**src/rtl/hazard_mdu.sv**
```systemverilog
// Pipeline hazard unit: operand forwarding, load-use/branch handling, memory
// wait-state stalls and occupancy tracking for a blocking multi-cycle MUL/DIV unit in E.
module hazard_mdu #(
    parameter int unsigned RAW     = 5,
    parameter int unsigned MDU_LAT = 4,
    parameter int unsigned CW      = 4
) (
    input  logic           clk,
    input  logic           reset_x,
    input  logic [RAW-1:0] Di_rs1,
    input  logic [RAW-1:0] Di_rs2,
    input  logic [RAW-1:0] Ei_rs1,
    input  logic [RAW-1:0] Ei_rs2,
    input  logic [RAW-1:0] Ei_rd,
    input  logic [RAW-1:0] Mi_rd,
    input  logic [RAW-1:0] Wi_rd,
    input  logic           Di_jal,
    input  logic           Di_mret,
    input  logic [1:0]     Ei_prePCSrc,
    input  logic [1:0]     Ei_resultSrc,
    input  logic [1:0]     Mi_resultSrc,
    input  logic           Mi_regWrite,
    input  logic           Wi_regWrite,
    input  logic           Ei_mduStart,
    input  logic           Mi_memReq,
    input  logic           Mi_memReady,
    output logic [1:0]     Eo_forwardIn1Src,
    output logic [1:0]     Eo_forwardIn2Src,
    output logic           Fo_stall,
    output logic           Do_stall,
    output logic           Eo_stall,
    output logic           Mo_stall,
    output logic           Do_flush,
    output logic           Eo_flush,
    output logic           Mo_flush,
    output logic           Wo_flush,
    output logic           Eo_mduBusy,
    output logic           Eo_mduDone
);

    localparam logic [CW-1:0] CNT_LOAD = CW'(MDU_LAT - 1);
    localparam logic [CW-1:0] CNT_ONE  = CW'(1);

    typedef enum logic [1:0] {
        IDLE = 2'b00,
        BUSY = 2'b01,
        DONE = 2'b10
    } state_t;

    state_t        state, state_nxt;
    logic [CW-1:0] cnt, cnt_nxt;

    logic mem_stall;
    logic lw_stall;
    logic take;
    logic mdu_stall;

    // M has priority over W; a load in M cannot be forwarded, so it selects RF.
    function automatic logic [1:0] fwd_sel(
        input logic [RAW-1:0] rs,
        input logic [RAW-1:0] m_rd,
        input logic [RAW-1:0] w_rd,
        input logic           m_we,
        input logic           w_we,
        input logic [1:0]     m_src
    );
        logic [1:0] sel;
        sel = 2'b00;
        if (rs == '0) begin
            sel = 2'b00;
        end else if ((rs == m_rd) && m_we) begin
            case (m_src)
                2'b00:   sel = 2'b11;
                2'b10:   sel = 2'b10;
                default: sel = 2'b00;
            endcase
        end else if ((rs == w_rd) && w_we) begin
            sel = 2'b01;
        end
        return sel;
    endfunction

    assign Eo_forwardIn1Src = fwd_sel(Ei_rs1, Mi_rd, Wi_rd, Mi_regWrite, Wi_regWrite, Mi_resultSrc);
    assign Eo_forwardIn2Src = fwd_sel(Ei_rs2, Mi_rd, Wi_rd, Mi_regWrite, Wi_regWrite, Mi_resultSrc);

    assign mem_stall = Mi_memReq & ~Mi_memReady;
    assign lw_stall  = (Ei_resultSrc == 2'b01) && (Ei_rd != '0) &&
                       ((Di_rs1 == Ei_rd) || (Di_rs2 == Ei_rd));
    assign take      = (Ei_prePCSrc != 2'b00);
    assign mdu_stall = ((state == IDLE) && Ei_mduStart) || (state == BUSY);

    // MDU occupancy state register
    always_ff @(posedge clk or negedge reset_x) begin
        if (!reset_x) begin
            state <= IDLE;
            cnt   <= '0;
        end else begin
            state <= state_nxt;
            cnt   <= cnt_nxt;
        end
    end

    // Next state and stall/flush outputs; a memory stall freezes everything.
    always_comb begin
        state_nxt  = state;
        cnt_nxt    = cnt;
        Fo_stall   = 1'b0;
        Do_stall   = 1'b0;
        Eo_stall   = 1'b0;
        Mo_stall   = 1'b0;
        Do_flush   = 1'b0;
        Eo_flush   = 1'b0;
        Mo_flush   = 1'b0;
        Wo_flush   = 1'b0;
        Eo_mduBusy = (state == BUSY);
        Eo_mduDone = (state == DONE);

        if (!mem_stall) begin
            case (state)
                IDLE: begin
                    if (Ei_mduStart) begin
                        state_nxt = BUSY;
                        cnt_nxt   = CNT_LOAD;
                    end
                end
                BUSY: begin
                    cnt_nxt = cnt - CNT_ONE;
                    if (cnt == CNT_ONE) begin
                        state_nxt = DONE;
                    end
                end
                DONE:    state_nxt = IDLE;
                default: state_nxt = IDLE;
            endcase
        end

        if (mem_stall) begin
            Fo_stall = 1'b1;
            Do_stall = 1'b1;
            Eo_stall = 1'b1;
            Mo_stall = 1'b1;
            Wo_flush = 1'b1;
        end else if (mdu_stall) begin
            Fo_stall = 1'b1;
            Do_stall = 1'b1;
            Eo_stall = 1'b1;
            Mo_flush = 1'b1;
        end else begin
            Fo_stall = lw_stall;
            Do_stall = lw_stall;
            Eo_flush = take | lw_stall;
            Do_flush = take | ((Di_jal | Di_mret) & ~lw_stall);
        end
    end

endmodule

```
**config.mk**
```make
export PLATFORM = sky130hd
export DESIGN_NAME = hazard_mdu
export DESIGN_NICKNAME = d
export VERILOG_FILES = /design/src/rtl/hazard_mdu.sv
export SDC_FILE = /design/constraint.sdc
export NUM_CORES = 1
export LEC_CHECK = 0
export ABC_AREA = 0
export BUFFER_PORTS_ARGS = -buffer_cell sky130_fd_sc_hd__buf_2
export CAP_MARGIN = 15
export CORE_UTILIZATION = 42
export DETAILED_ROUTE_END_ITERATION = 6
export GPL_ROUTABILITY_DRIVEN = 1
export PLACE_DENSITY_LB_ADDON = 0.2
export RECOVER_POWER = 50
export SLEW_MARGIN = 20
export SYNTH_ARGS = -nofsm -noshare
export SYNTH_HDL_FRONTEND = slang
export SYNTH_SLANG_ARGS = --single-unit
```
**constraint.sdc**
```tcl
create_clock -name clk -period 6.5 [get_ports clk]
set_input_delay 1.95 -clock clk [delete_from_list [all_inputs] [get_ports clk]]
set_output_delay 1.95 -clock clk [all_outputs]
set_load 0.05 [all_outputs]
```
Word-level counts from Yosys, hierarchy flattened
Index checks and enable logic that the tools add are counted.
{ "totals": {"mem_bits_ro": 0, "reg_bits": 6, "word_cells": 64, "mem_count": 0, "ramBits": 0, "latch_bits": 0} }
{ "classes": {"n_div": 0, "eq_ne": 13, "n_mux": 22, "multipliers": 0, "shifts": 0, "bitwise_logic": 8, "n_reduce_logical": 18, "order_cmp": 0, "n_addsub": 1} }
{ "ops": {"columns": ["operator", "count"], "rows": [
  ["$eq A5 B5 Y1", 6],
  ["$mux W1", 12],
  ["$mux W2", 6],
  ["$logic_not A5 Y1", 2],
  ["$pmux W2 S2", 2],
  ["$pmux W4 S2", 1],
  ["$logic_and A1 B1 Y1", 7],
  ["$reduce_and A3 Y1", 2],
  ["$reduce_bool A5 Y1", 1],
  ["$eq A2 B1 Y1 const B", 2],
  ["$eq A2 B2 Y1 const B", 2],
  ["$eq A4 B1 Y1 const B", 1],
  ["$logic_not A2 Y1", 2],
  ["$mux W4", 1],
  ["$reduce_bool A2 Y1", 2],
  ["$sub A4 B1 Y4 const B", 1],
  ["$not A1 Y1", 3],
  ["$or A1 B1 Y1", 3],
  ["$and A1 B1 Y1", 2],
  ["$logic_or A1 B1 Y1", 2],
  ["$ne A2 B1 Y1 const B", 1],
  ["$ne A2 B2 Y1 const B", 1]
]} }

Depth between registers and ports, before layout
Gate-level depths: netlist of run 1.
{ "depth": {"depth_word": 8, "ltp_mapped": 6} }

Least setup slack after synthesis of run 1
OpenSTA, ideal clock, no wires.
{ "synth_timing": {"kind": "input port to output port", "start": "input port Ei_rs1[2]", "end": "output port Eo_forwardIn1Src[1]", "arrival_time_ns": 3.611, "required_time_ns": 4.550, "cell_stages": 4, "setup_slack_ns": 0.939, "cell_sequence": "xor2_1 > nor4_1 > nand3_1 > nor3_1"} }
{ "synth_via": {"elab_chain_cells": 4, "elab_cells_between_ends": 5, "classes_between": "eq/ne (1); mux (2); reduce/logical (2)"} }
{ "synth_rtl": {"columns": ["element", "line_no", "rtl"], "rows": [
  ["start: declaration", "12", "input logic [RAW-1:0] Ei_rs1,"],
  ["$eq A5 B5 Y1", "71", "end else if ((rs == m_rd) && m_we) begin"],
  ["$logic_and A1 B1 Y1", "71", null],
  ["$mux W2", "71", null],
  ["$mux W2 *", "69", "if (rs == '0) begin"],
  ["end: declaration", "27", "output logic [1:0] Eo_forwardIn1Src,"]
]} }
Every way passes the cells marked *; elsewhere a longest branch is shown, timed or not.

Worst setup path after layout of run 1
{ "layout_timing": {"start": "input port Ei_rd[1]", "end": "output port Do_flush"} }
{ "layout_via": {"elab_chain_cells": 8, "elab_cells_between_ends": 11, "classes_between": "eq/ne (2); mux (2); bitwise (3); reduce/logical (4)"} }
{ "layout_rtl": {"columns": ["element", "line_no", "rtl"], "rows": [
  ["start: declaration", "14", "input logic [RAW-1:0] Ei_rd,"],
  ["$eq A5 B5 Y1 or $reduce_bool A5 Y1 (tied branches)", "88, 87", null],
  ["$logic_or A1 B1 Y1 or $logic_and A1 B1 Y1 (tied branches)", "88, 87", null],
  ["$logic_and A1 B1 Y1 *", "87", "assign lw_stall = (Ei_resultSrc == 2'b01) && (Ei_rd != '0) &&"],
  ["$not A1 Y1 *", "152", "Do_flush = take | ((Di_jal | Di_mret) & ~lw_stall);"],
  ["$and A1 B1 Y1 *", "152", null],
  ["$or A1 B1 Y1 *", "152", null],
  ["$mux W1 *", "143", "end else if (mdu_stall) begin"],
  ["$mux W1 *", "137", "if (mem_stall) begin"],
  ["end: declaration", "33", "output logic Do_flush,"]
]} }
Marked as above.

==> flow_summary.ini, run 1 <==
[status]
outcome = completed

[timing]
finalSetupViolCount = 0
holdWs_ns = 0.527
finalSetupTns_ns = 0
rsz0062_at_grt = false
period_minus_slack_ns = 5.19
fmax_ghz = 0.193
finalClockSkew_ns = 0.00147
drv_slew = 0
maxSlewHeadroom_pct = 60.5
worstMarginPinSlew_ns = 0.595
finalHoldViolations = 0
worst_slack_ns = 1.31
post-route-period-util_pct = 79.9

[worst_setup_path]
crit_slowest_cell = or4_4
crit_top_cell = buf_2
cp.required_ns = 4.55
max_stage_delay_ns = 0.53
rrSetupSlack_ns = 5.06
cp.arrival_ns = 3.24
path_cells = buf_2 -> or4_4 -> o2111a_1 -> a21oi_2 -> buf_2
endpoint_kind = output port
crit_fanout = 3
critPathKind = in2out
crit_path_start_kind = input port

[global_routing]
grt_pass1_wl_um = 3220
first_global_vias = 840
grt_usage_pct = 21.0
globalRouteOverflowTotal = 0
grt_max_degree = 8
antenna_found_initial = 0

[place]
gp_congestion = 0.811
post-place-ws_ns = 1.30
dp_hpwl_um = 1880
port_buffers = 63
placed_cell_area_sq_mm = 0.00115

[yosys]
synthSimpleGateAreaFrac_pct = 25.0
syn-num-nets = 155
synth_adder_area_share_pct = 3.07
synth_area_leaders = dfrtp_1 18%, xor2_1 17%, xnor2_1 15%
synth_top_family_by_area = XOR/XNOR gates
synth-compound-area-share_pct = 15.5
ys_seq_area_share_pct = 18.4
synthCells = 103
synth_area_sq_um = 816
synth_mux_area_share_pct = 1.23
syn_avg_cell_area_sq_um = 7.92
synth_edf_count = 0
async_flop_share_pct = 100
yosysTopAreaCellShare_pct = 18.4
synthTopCellsByCount = 16 x xor2_1, 14 x xnor2_1, 7 x nor2_1
yosysWarnings = 0
synth_cell_types = 30
ys_ff_latch = 6
ys.flop_type = dfrtp_1
synth_top_area_cell = dfrtp_1
synth_most_common_cell = xor2_1
synth-xor-area-share_pct = 32.2

[clock_network]
clock_path_buffers = 2
cts_sinks = 6
cts_root_buf = clkbuf_4
post_cts_buffers = 0
htreeDepth = 1
clock_latency_ns = 0.24
hold_buffers = 0
cts_resized = 0
numCtsBuffers = 3
cts_tree = built
cts.clk_slew.worst_paths_ns = 0.05

[flow_run]
cap_violations = 0

[detailed_routing]
drt_iter0_markers = 17
vias = 971
routedWlPerCell_um = 11.1
ant_nets = 0
dr.pass1.iters = 4
drc = 0
via_per_inst = 5.06
wl_um = 2130

[floorplanning]
die_x_um = 46.1
io_pins = 64
num_rows = 15
die_area_sq_mm = 0.00212
initial_core_util_pct = 46.2
core_area_sq_mm = 0.00176
die_h_um = 46.1

[final_layout]
drive_above_1_share_pct = 39.5
n_fill_cell = 198
nets = 221
num_antenna_cells = 0
area_delta_synth_final_pct = 43.1
fin_area_sq_mm = 0.00117

[power_and_ir_drop]
fin_total_pwr_uw = 300
max-vdd-ir-drop_uv = 202
leakagePower_nw = 0.588
powerDensity_mw_per_mm2 = 257

[min_path]
hold_path.class = reg2reg
==> kinds of logic after synthesis <==
family                   count (synthesis)
buffers and inverters                    8
adder cells (fa/ha/maj)                  2
flip-flops                               6
AO/OA/AOI/OAI                           18
multiplexers                             1
XOR/XNOR                                30
AND/OR/NAND/NOR                         38
==> cell type report <==
cell class | instances | area, sq um | area share, %
well taps | 25 | 31.3 | 2.68
inverters | 6 | 22.5 | 1.93
multi-input cells | 89 | 628 | 53.8
repair buffers | 63 | 313 | 26.8
clock buffers | 3 | 22.5 | 1.93
flip-flops and latches | 6 | 150 | 12.9
==> critical path, delay by kind of cell <==
family                 cells  cell delay, ns
buffers and inverters      2            0.38
AO/OA/AOI/OAI              2            0.38
AND/OR/NAND/NOR            1            0.53
==> power by group <==
part	leakage, nW	total (mW)	switching, mW	internal, mW
registers	0.0727	0.0701	0.0175	0.0526
clock network	0.0138	0.0346	0.0137	0.0209
logic	0.502	0.195	0.128	0.0673
total	0.588	0.300	0.159	0.141
==> cells in the final DEF, fill, tap and decap left out <==
cell type  netlist  layout
xnor2_1         14      14
a21o_1           2       2
nor3_1           3       3
ha_1             2       2
or3_1            1       1
nor4_1           4       4
o21bai_1         1       1
nand3_1          6       6
o41ai_1          1       1
clkbuf_4         0       3
mux2i_1          1       1
xor2_1          16      16
o21ai_0          2       2
nand4_1          4       4
nand2b_1         2       2
inv_1            6       6
or4_4            1       1
o2111a_1         1       1
buf_2            0      61
o22ai_1          1       1
a21oi_2          1       1
a22o_1           2       2
nor2_1           7       7
a22oi_1          1       1
nor2b_1          2       2
and2_1           1       1
or4_1            2       2
o2111ai_1        1       1
dfrtp_1          6       6
a21oi_1          5       5
nand2_1          5       5
clkbuf_1         0       2
==> layer usage <==
metal	GRT usage (%)	share of wire, %	vias to the layer above	routed length [um]
met4	3.53	0	0	0
met2	39.7	54	41	1140
li1	-	-	495	-
met1	22.9	39	435	837
met3	6.27	6.9	0	147
met5	0	0	-	0
==> path summary, 6_finish.rpt <==
check	cells past startpoint	end	start
worst max-delay path	5	Do_flush	Ei_rd[1]
worst min-delay path	1	cnt[0]	cnt[0]
worst max register to register	6	cnt[2]	state[0]
worst min register to register	1	cnt[0]	cnt[0]
max in group asynchronous	1	state[1]	reset_x
min in group asynchronous	1	cnt[2]	reset_x
==> registers in the layout, indices dropped and copies added (netlist names) <==
| register | cells |
|---|---|
| cnt | 4 |
| state | 2 |
==> through the flow <==
stage	std cells	util (%)
6_report	192	66.2
5_1_grt	192	66.2
4_1_cts	192	66.3
3_5_place_dp	189	65.0
3_3_place_gp	189	65.0
2_1_floorplan	103	-
(Power assumes the default switching activity.)
==> run 2, diff against run 1 <==
--- a/config.mk
+++ b/config.mk
@@ -8,7 +8,7 @@
 export ABC_AREA = 0
 export BUFFER_PORTS_ARGS = -buffer_cell sky130_fd_sc_hd__buf_2
 export CAP_MARGIN = 15
-export CORE_UTILIZATION = 42
+export CORE_UTILIZATION = 39
 export DETAILED_ROUTE_END_ITERATION = 6
 export GPL_ROUTABILITY_DRIVEN = 1
 export PLACE_DENSITY_LB_ADDON = 0.2
==> constraint.sdc (replaced) <==
create_clock -name clk -period 5.4 [get_ports clk]
set_input_delay 1.62 -clock clk [delete_from_list [all_inputs] [get_ports clk]]
set_output_delay 1.62 -clock clk [all_outputs]
set_load 0.05 [all_outputs]
==> run 2 against run 1 <==
Total power up 20%. Clock skew up 0.0011 ns. Routed wire length about the same. Flip-flop and latch count unchanged. Clock-buffer cell count unchanged.
==> flow_summary.ini, run 2 (same netlist as run 1, synthesis figures left out) <==
[worst_setup_path]
critPathKind = in2out
endpoint_kind = output port
crit_fanout = 3
reg2reg_from = state[0]
cp.arrival_ns = 2.92
crit_path_start_kind = input port
rrSetupSlack_ns = 3.98
ff2ff_path_depth = 6
cp.required_ns = 3.78
r2r_end = cnt[2]

[detailed_routing]
routedWlPerCell_um = 11.0
drt_iter0_markers = 10
ant_nets = 0
drc = 0
dr.pass1.iters = 4
via_per_inst = 4.99
vias = 968
wl_um = 2130

[timing]
finalClockSkew_ns = 0.00256
worstMarginPinSlew_ns = 0.595
worst_slack_ns = 0.862
rsz0062_at_grt = false
finalSetupTns_ns = 0
maxSlewHeadroom_pct = 60.5
period_minus_slack_ns = 4.54
finalSetupViolCount = 0
drv_slew = 0
finalHoldViolations = 0
fmax_ghz = 0.220
post-route-period-util_pct = 84.0

[floorplanning]
die_x_um = 47.7
die_area_sq_mm = 0.00228
num_rows = 16
core_area_sq_mm = 0.00196
initial_core_util_pct = 41.6
die_h_um = 47.7
io_pins = 64

[final_layout]
reg_top3 = cnt: 4 flops, state: 2 flops
area_delta_synth_final_pct = 43.4
drive_above_1_share_pct = 39.5
nets = 221
layout_common_cells = 61 x buf_2, 16 x xor2_1, 14 x xnor2_1
layout.cells.most_common = buf_2
regMostFlops = cnt
n_fill_cell = 201
largest_reg_flops = 4
num_antenna_cells = 0

[flow_run]
cap_violations = 0

[clock_network]
clock_latency_ns = 0.24
htreeDepth = 1
post_cts_buffers = 0
hold_buffers = 0
cts_tree = built
numCtsBuffers = 3
cts_root_buf = clkbuf_4
cts_resized = 0
clock_path_buffers = 2
cts.clk_slew.worst_paths_ns = 0.05
cts_sinks = 6

[global_routing]
antenna_found_initial = 0
grt_max_degree = 8
first_global_vias = 748
grt_usage_pct = 18.0
globalRouteOverflowTotal = 0
grt_pass1_wl_um = 2820

[power_and_ir_drop]
powerDensity_mw_per_mm2 = 307
leakagePower_nw = 0.588
max-vdd-ir-drop_uv = 174

[place]
dp_hpwl_um = 1900
port_buffers = 63
post-place-ws_ns = 0.859
gp_congestion = 0.795

[min_path]
hold_start = cnt[0]
hold_depth = 1
hold_path.class = reg2reg
hold_end = cnt[0]

[status]
outcome = completed
[run 2: cell counts in the layout (fill, tap and decap cells not counted)]
Identical to the previous run, type by type.
[run 2: critical path: stages]
cell and delay (ns):
buf_2 0.12, or4_4 0.53, o2111a_1 0.26, a21oi_2 0.12, buf_2 0.26
[run 2: how the worst max path moves through the flow]
stage	from	endpoint	slack, ns	depth (start not counted)
after floorplan	Ei_rs1[2]	Eo_forwardIn1Src[1]	0.50	4
after global placement	Ei_rd[1]	Do_flush	0.87	5
after detailed placement	Ei_rd[1]	Do_flush	0.86	5
after CTS	Ei_rd[1]	Do_flush	0.86	5
after global routing	Ei_rd[4]	Eo_flush	0.77	7
final	Ei_rd[1]	Do_flush	0.86	5
[run 2: where the power goes]
| group | switching, mW | internal [mW] | total [mW] |
|---|---|---|---|
| clock | 0.0162 | 0.0251 | 0.0413 |
| combinational | 0.153 | 0.0807 | 0.234 |
| sequential | 0.0201 | 0.0633 | 0.0834 |
| total | 0.190 | 0.169 | 0.359 |
[run 2: metrics by stage]
step | hold slack [ns] | cells | utilization (%) | total power, mW | cell area (sq um)
2_1_floorplan | 0.481 | 103 | - | 0.258 | 816
3_3_place_gp | 0.516 | 191 | 58.6 | 0.316 | 1150
3_5_place_dp | 0.517 | 191 | 58.6 | 0.320 | 1150
4_1_cts | 0.524 | 194 | 59.8 | 0.365 | 1170
5_1_grt | 0.564 | 194 | 59.6 | 0.390 | 1170
6_report | 0.521 | 194 | 59.6 | 0.359 | 1170
[run 2: cell type report]
cell class,count,area (sq um),area share [%]
inverter,6,22.5,1.93
clock buffer,3,22.5,1.93
multi-input combinational,89,628,53.7
timing repair buffer,63,313,26.7
sequential,6,150,12.8
tap,27,33.8,2.89
[run 2: layer usage]
layer  share of wire (%)  wire [um]  track usage [%]  vias up
li1                    -          -                -      495
met1                  43        917             19.9      426
met2                  50       1070             31.9       43
met3                 5.4        114             2.26        4
met4                 1.5         31             11.7        0
met5                   0          0                0        -
==> run 3, diff against run 2 <==
==> constraint.sdc (replaced) <==
create_clock -name clk -period 4.25 [get_ports clk]
set_input_delay 1.275 -clock clk [delete_from_list [all_inputs] [get_ports clk]]
set_output_delay 1.275 -clock clk [all_outputs]
set_load 0.05 [all_outputs]
==> run 3 against run 2 <==
Hold slack hardly changed. Global-route usage grew 0.46 points. Final area unchanged. Combinational power grew 27%. Critical path type unchanged. Critical endpoint unchanged. Highest routed layer unchanged.
==> flow_summary.ini, run 3 (same netlist as run 1, synthesis figures left out) <==
[worst_setup_path]
crit_path_start_kind = input port
endpoint_kind = output port
crit_top_cell = buf_2
crit_slowest_cell = or4_4
reg2reg_from = state[0]
crit_fanout = 3
path_cells = buf_2 -> or4_4 -> o2111a_1 -> a21oi_2 -> buf_2
crit_family = simple AND/OR/NAND/NOR gates
max_stage_delay_ns = 0.54
crit_start = Ei_rd[1]
cp.arrival_ns = 2.58
critPathKind = in2out
cp.required_ns = 2.97
cp.buffers_inverters = 2

[timing]
finalHoldViolations = 0
maxSlewHeadroom_pct = 60.5
fmax_ghz = 0.259
period_minus_slack_ns = 3.85
finalSetupTns_ns = 0
post-route-period-util_pct = 90.7
holdWs_ns = 0.521
drv_slew = 0
worstMarginPinSlew_ns = 0.595
rsz0062_at_grt = false
finalSetupViolCount = 0
worst_slack_ns = 0.395
finalClockSkew_ns = 0.00230

[final_layout]
reg_top3 = cnt: 4 flops, state: 2 flops
regMostFlops = cnt
fin_area_sq_mm = 0.00117
drive_above_1_share_pct = 39.5
nets = 221
n_fill_cell = 197
layout.cells.non_filler = 194
layout_common_cells = 61 x buf_2, 16 x xor2_1, 14 x xnor2_1
area_delta_synth_final_pct = 43.4
layout.cells.most_common = buf_2
largest_reg_flops = 4
fin_util_pct = 59.6
num_antenna_cells = 0

[min_path]
hold_start = cnt[0]
hold_path.class = reg2reg

[global_routing]
grt_pass1_wl_um = 2900
first_global_vias = 768
grt_usage_pct = 18.4
antenna_found_initial = 0
globalRouteOverflowTotal = 0
grt_max_degree = 8

[power_and_ir_drop]
combPwrFrac_pct = 65.4
leakagePower_nw = 0.588
clkPwrFrac_pct = 11.4
fin_total_pwr_uw = 456
p_int_uw = 215
switching_share_pct = 52.8
powerDensity_mw_per_mm2 = 389
power_switching_uw = 241
max-vdd-ir-drop_uv = 221
pwr-share-seq_pct = 23.2

[floorplanning]
io_pins = 64
die_x_um = 47.7
core_area_sq_mm = 0.00196
num_rows = 16
die_area_sq_mm = 0.00228
initial_core_util_pct = 41.6
die_h_um = 47.7

[clock_network]
cts_sinks = 6
cts_root_buf = clkbuf_4
numCtsBuffers = 3
hold_buffers = 0
post_cts_buffers = 0
htreeDepth = 1
cts_resized = 0
clock_path_buffers = 2
cts.clk_slew.worst_paths_ns = 0.05
cts_tree = built
clock_latency_ns = 0.24

[place]
dp_hpwl_um = 1970
gp_congestion = 0.796
port_buffers = 63
post-place-ws_ns = 0.397
dpl.cell_count = 191
placed_cell_area_sq_mm = 0.00115

[detailed_routing]
dr.pass1.iters = 4
ant_nets = 0
wl_um = 2190
via_per_inst = 5.03
vias = 975
drc = 0
drt_iter0_markers = 16
routedWlPerCell_um = 11.3

[status]
outcome = completed

[flow_run]
cap_violations = 0
## run 3: cell counts in the layout (fill, tap and decap cells not counted)
Identical to the previous run, type by type.
## run 3: final timing paths
check                      cells past startpoint  slack [ns]  endpoint
min in group asynchronous                      1        0.91  state[0]
min                                            1        0.52    cnt[0]
max                                            5        0.40  Do_flush
max in group asynchronous                      1        3.09    cnt[1]
min reg2reg                                    1        0.52    cnt[0]
max reg2reg                                    6        2.83    cnt[2]
## run 3: final cells by class
class / instances / area, sq um / share of cell area (%)
Sequential cell: 6 / 150 / 12.8
Timing Repair Buffer: 63 / 313 / 26.7
Clock buffer: 3 / 22.5 / 1.93
Multi-Input combinational cell: 89 / 628 / 53.7
Tap cell: 27 / 33.8 / 2.89
Inverter: 6 / 22.5 / 1.93
## run 3: metal layers
layer | routed length (um) | vias up | track usage [%]
met4 | 62 | 0 | 13.3
met1 | 936 | 426 | 21.0
met5 | 0 | - | 0
met3 | 122 | 8 | 2.26
li1 | - | 497 | -
met2 | 1070 | 44 | 31.4
## run 3: power by group through the flow
| stage | clock network [mW] | logic, mW | registers [mW] |
|---|---|---|---|
| after floorplan | 0 | 0.228 | 0.100 |
| after global placement | 0 | 0.295 | 0.106 |
| after detailed placement | 0 | 0.301 | 0.106 |
| after CTS | 0.0552 | 0.301 | 0.106 |
| after global routing | 0.0578 | 0.326 | 0.110 |
| final | 0.0520 | 0.298 | 0.106 |
## run 3: worst reg2reg max path, stage by stage (launching register included)
cell and delay, ns:
dfrtp_1 0.43, o21bai_1 0.22, nand2b_1 0.24, inv_1 0.10, nand2_1 0.07, mux2i_1 0.06
a22o_1 0.18
